## src/rtl/bin2bcd_seq.sv

```systemverilog
// rtl/bin2bcd_seq.sv - sequential double-dabble binary-to-BCD converter with leading-zero blanking
module bin2bcd_seq #(
    parameter int BITS_NUM = 14,
    parameter int DIGITS   = 4
) (
    input  logic                  CLK,
    input  logic                  CLR,
    input  logic                  CE,
    input  logic                  START,
    input  logic [BITS_NUM-1:0]   BIN,
    output logic                  BUSY,
    output logic                  DONE,
    output logic [4*DIGITS-1:0]   BCD,
    output logic [DIGITS-1:0]     BLANK,
    output logic                  OVF
);

    localparam int SW    = 4 * DIGITS;
    localparam int CNT_W = $clog2(BITS_NUM + 1);

    localparam logic [1:0] IDLE    = 2'd0;
    localparam logic [1:0] SHIFT   = 2'd1;
    localparam logic [1:0] DONE_ST = 2'd2;

    localparam logic [CNT_W-1:0] CNT_LOAD = CNT_W'(BITS_NUM);
    localparam logic [CNT_W-1:0] CNT_ONE  = CNT_W'(1);

    // Largest displayable value plus one; anything at or above saturates.
    function automatic logic [63:0] pow10(input int n);
        logic [63:0] p;
        p = 64'd1;
        for (int i = 0; i < n; i++) begin
            p = p * 64'd10;
        end
        return p;
    endfunction

    localparam logic [63:0] LIMIT      = pow10(DIGITS);
    localparam logic [SW-1:0]     ALL_NINES  = {DIGITS{4'h9}};
    localparam logic [DIGITS-1:0] BLANK_RST  = {{(DIGITS-1){1'b1}}, 1'b0};

    logic [1:0]            state;
    logic [BITS_NUM-1:0]   bin_reg;
    logic [SW-1:0]         scratch;
    logic [CNT_W-1:0]      cnt;
    logic                  ovf_pending;

    logic [SW-1:0]         adj;
    logic [SW+BITS_NUM-1:0] shifted;
    logic [SW-1:0]         scratch_next;
    logic [BITS_NUM-1:0]   bin_next;
    logic [SW-1:0]         bcd_new;
    logic [DIGITS-1:0]     blank_new;
    logic                  bin_ovf;
    logic                  upper_zero;

    assign bin_ovf = (64'(BIN) >= LIMIT);

    // One double-dabble step: add 3 to every nibble >= 5, then shift the whole chain left.
    always_comb begin
        adj = '0;
        for (int i = 0; i < DIGITS; i++) begin
            if (scratch[4*i +: 4] >= 4'd5) begin
                adj[4*i +: 4] = scratch[4*i +: 4] + 4'd3;
            end else begin
                adj[4*i +: 4] = scratch[4*i +: 4];
            end
        end
        shifted      = {adj, bin_reg} << 1;
        scratch_next = shifted[SW+BITS_NUM-1 : BITS_NUM];
        bin_next     = shifted[BITS_NUM-1:0];
    end

    // Final value and blanking mask that get loaded on the last iteration.
    always_comb begin
        bcd_new    = ovf_pending ? ALL_NINES : scratch_next;
        blank_new  = '0;
        upper_zero = 1'b1;
        for (int i = DIGITS - 1; i >= 1; i--) begin
            upper_zero   = upper_zero & (bcd_new[4*i +: 4] == 4'd0);
            blank_new[i] = upper_zero;
        end
    end

    // Control FSM, shift datapath and output registers; everything freezes when CE is low.
    always_ff @(posedge CLK) begin
        if (!CLR) begin
            state       <= IDLE;
            bin_reg     <= '0;
            scratch     <= '0;
            cnt         <= '0;
            ovf_pending <= 1'b0;
            BCD         <= '0;
            BLANK       <= BLANK_RST;
            OVF         <= 1'b0;
        end else if (CE) begin
            case (state)
                IDLE: begin
                    if (START) begin
                        bin_reg     <= BIN;
                        scratch     <= '0;
                        cnt         <= CNT_LOAD;
                        ovf_pending <= bin_ovf;
                        state       <= SHIFT;
                    end
                end
                SHIFT: begin
                    bin_reg <= bin_next;
                    scratch <= scratch_next;
                    cnt     <= cnt - CNT_ONE;
                    if (cnt == CNT_ONE) begin
                        state <= DONE_ST;
                        BCD   <= bcd_new;
                        BLANK <= blank_new;
                        OVF   <= ovf_pending;
                    end
                end
                DONE_ST: begin
                    state <= IDLE;
                end
                default: begin
                    state <= IDLE;
                end
            endcase
        end
    end

    assign BUSY = (state == SHIFT);
    assign DONE = (state == DONE_ST);

endmodule

```

## config.mk

```make
export PLATFORM = sky130hd
export DESIGN_NAME = bin2bcd_seq
export DESIGN_NICKNAME = d
export VERILOG_FILES = /design/src/rtl/bin2bcd_seq.sv
export SDC_FILE = /design/constraint.sdc
export NUM_CORES = 1
export LEC_CHECK = 0
export CAP_MARGIN = 20
export CORE_ASPECT_RATIO = 0.7
export CORE_MARGIN = 5
export CORE_UTILIZATION = 48
export CTS_CLUSTER_SIZE = 40
export DETAILED_ROUTE_END_ITERATION = 12
export PLACE_DENSITY = 0.76
export SLEW_MARGIN = 20
export SYNTH_ARGS = -nofsm -noshare
export SYNTH_HDL_FRONTEND = slang
export SYNTH_SLANG_ARGS = --single-unit
```

## constraint.sdc

```tcl
create_clock -name CLK -period 1.9 [get_ports CLK]
set_clock_uncertainty 0.15 [all_clocks]
set_input_delay 0.38 -clock CLK [delete_from_list [all_inputs] [get_ports CLK]]
set_output_delay 0.38 -clock CLK [all_outputs]
set_load 0.01 [all_outputs]
```

==> flow_summary.toml <==
[layout]
antenna_cells = 0
final_common_cell = "dfxtp_1"
final_area_um2 = 3880
fin_nets = 409
layoutNonFillerInstCount = 458
drive_above_1_share_pct = 29.5
mostFrequentLayoutCells = "52 x dfxtp_1, 51 x nor2_1, 47 x buf_4"
fill_cells = 350
area_growth_pct = 51.1

[worst_setup_path]
crit_fanout = 7
critPathArrivalTime_ns = 2.25
critPathCaptureType = "flip-flop"
start_kind = "flip-flop"
worstPathRequired_ns = 2.02
path_class = "reg -> reg"

[routing]
drc_errors = 0
finalWirelength_um = 7610
first_pass_iters = 4
avgViaCountPerCell = 5.61
drtIter0Drc = 210
num_vias = 2571
ant_nets = 0
post_drt_wl_per_cell_um = 16.6

[placed_design]
hpwl_um = 4960
post-place-ws_ns = -0.339
placedCellCount = 436
portBuffers = 39
placed_cell_area_um2 = 3410
gp_congestion = 0.832

[status]
failed_checks = "setup timing"
status = "finished, violations left"

[yosys]
seq_area_frac_synth_pct = 44.4
synth_cell_types = 43
syn-num-nets = 320
synth_seq_cells = 57
synth_top_flop_cell = "dfxtp_1"
syn_avg_cell_area_um2 = 8.80
async_reset_ff_share_pct = 0
synth_enable_flop_cells = 0
synth.cell_area_um2 = 2570
syn_inst = 292
synth_warnings = 0

[hold_path]
min_path_type = "reg -> reg"

[pwr]
leakage_uw = 0.00150
power_density_nw_per_um2 = 704
ir_drop_uv = 492

[timing]
layout_setup_ws_ns = -0.237
timing.final.crit_share_pct = 112
finalSetupTns_ns = -3.41
setup_viol_count_final = 23
min_period_ns = 2.14
hold_viol = 0
rsz0062_at_grt = "true"
max_freq_mhz = 468
slew_viol_final = 0

[floorplan]
dieArea_um2 = 6940
ios = 41
initial_core_util_pct = 49.4
rows = 22
core-area_um2 = 5200
chipHeight_um = 71.2
die_w_um = 97.4

[clocking]
cts_buffer_depth = 2
cts_tree = "done"
cts_sinks = 57
clk_latency_ns = 0.34
cts_max_level = 3
hold_buffers = 0
cts.reportedPaths.clkPinSlew_ns = 0.07
numCtsBuffers = 9
cts-root-buf = "clkbuf_8"

[global_routing]
first_global_vias = 2457
grt_usage_pct = 21.5
grt_overflow = 0
antenna_found_initial = 0
grt_max_degree = 22
grt_first_pass_wirelength_um = 12000

[job]
drv_cap = 0
## area by class of cell
type                       count  area (um^2)  area share, %
inverter                      13         48.8           1.26
sequential                    57         1150           29.6
tap                           72         90.1           2.32
multi-input combinational    204         1500           38.7
clock buffer                  12          165           4.26
timing repair buffer          96          880           22.7
clock inverter                 4         50.0           1.29
## worst max-delay path: stages, from the launching register on
cell and delay, ns:
dfxtp_2 0.33, inv_2 0.07, ha_4 0.12, or3b_4 0.40, buf_4 0.15, buf_6 0.10
or2_4 0.30, nor2_4 0.12, buf_6 0.13, a22oi_2 0.05, nor2_1 0.14
## metrics by stage
stage	utilization, %	power (uW)	hold slack (ns)
2_1_floorplan	-	1400	0.324
3_3_place_gp	65.5	1530	0.297
3_5_place_dp	65.5	1540	0.305
4_1_cts	72.5	2740	0.313
5_1_grt	74.6	2860	0.329
6_report	74.6	2730	0.313
## cells by family (layout without fill, tap and decap cells)
kind of cell,count (synthesis),after routing,synth area share [%]
AO/OA/AOI/OAI,79,79,22.7
flip-flops,57,57,44.4
adder cells (fa/ha/maj),10,10,4.87
AND/OR/NAND/NOR,104,104,19.6
multiplexers,4,4,1.56
buffers and inverters,31,125,4.72
other,1,1,0.146
XOR/XNOR,6,6,2.05
## final timing paths
path | from | to | slack [ns] | cells past startpoint
worst max-delay path | cnt[1] | BCD[10] | -0.24 | 10
worst min-delay path | OVF | OVF | 0.31 | 2
worst max register to register | cnt[1] | BCD[10] | -0.24 | 10
worst min register to register | OVF | OVF | 0.31 | 2
## Yosys cell counts, types with 3 or more instances
| cell type | number | area, um^2 |
|---|---|---|
| a211oi_1 | 3 | 22.5 |
| a21oi_1 | 16 | 80.1 |
| a222oi_1 | 13 | 130 |
| a22oi_1 | 23 | 173 |
| clkbuf_1 | 15 | 56.3 |
| dfxtp_1 | 57 | 1140 |
| ha_1 | 10 | 125 |
| inv_1 | 12 | 45.0 |
| mux2i_1 | 4 | 40.0 |
| nand2_1 | 14 | 52.6 |
| nand2b_1 | 8 | 50.1 |
| nand3_1 | 5 | 25.0 |
| nor2_1 | 53 | 199 |
| nor3_1 | 8 | 40.0 |
| o21ai_0 | 14 | 70.1 |
| xnor2_1 | 6 | 52.6 |
## report_power, final
group | switching [uW] | internal, uW
Sequential | 28.4 | 1230
Clock | 481 | 710
Combinational | 143 | 142
## routing by layer
layer	track usage [%]	wire length (um)
met1	27.7	3390
met2	34.6	3710
met3	6.90	377
met4	6.91	139
met5	0	0
## what timing repair did
| item | in CTS | in global routing |
|---|---|---|
| buffers inserted | 3 | 2 |
| gates cloned | 1 | 0 |
| endpoints found under the setup margin | 19 | 33 |
| pin swaps | 16 | 7 |
| resized for setup | 34 | 18 |
Power figures use the tool's default switching activity.
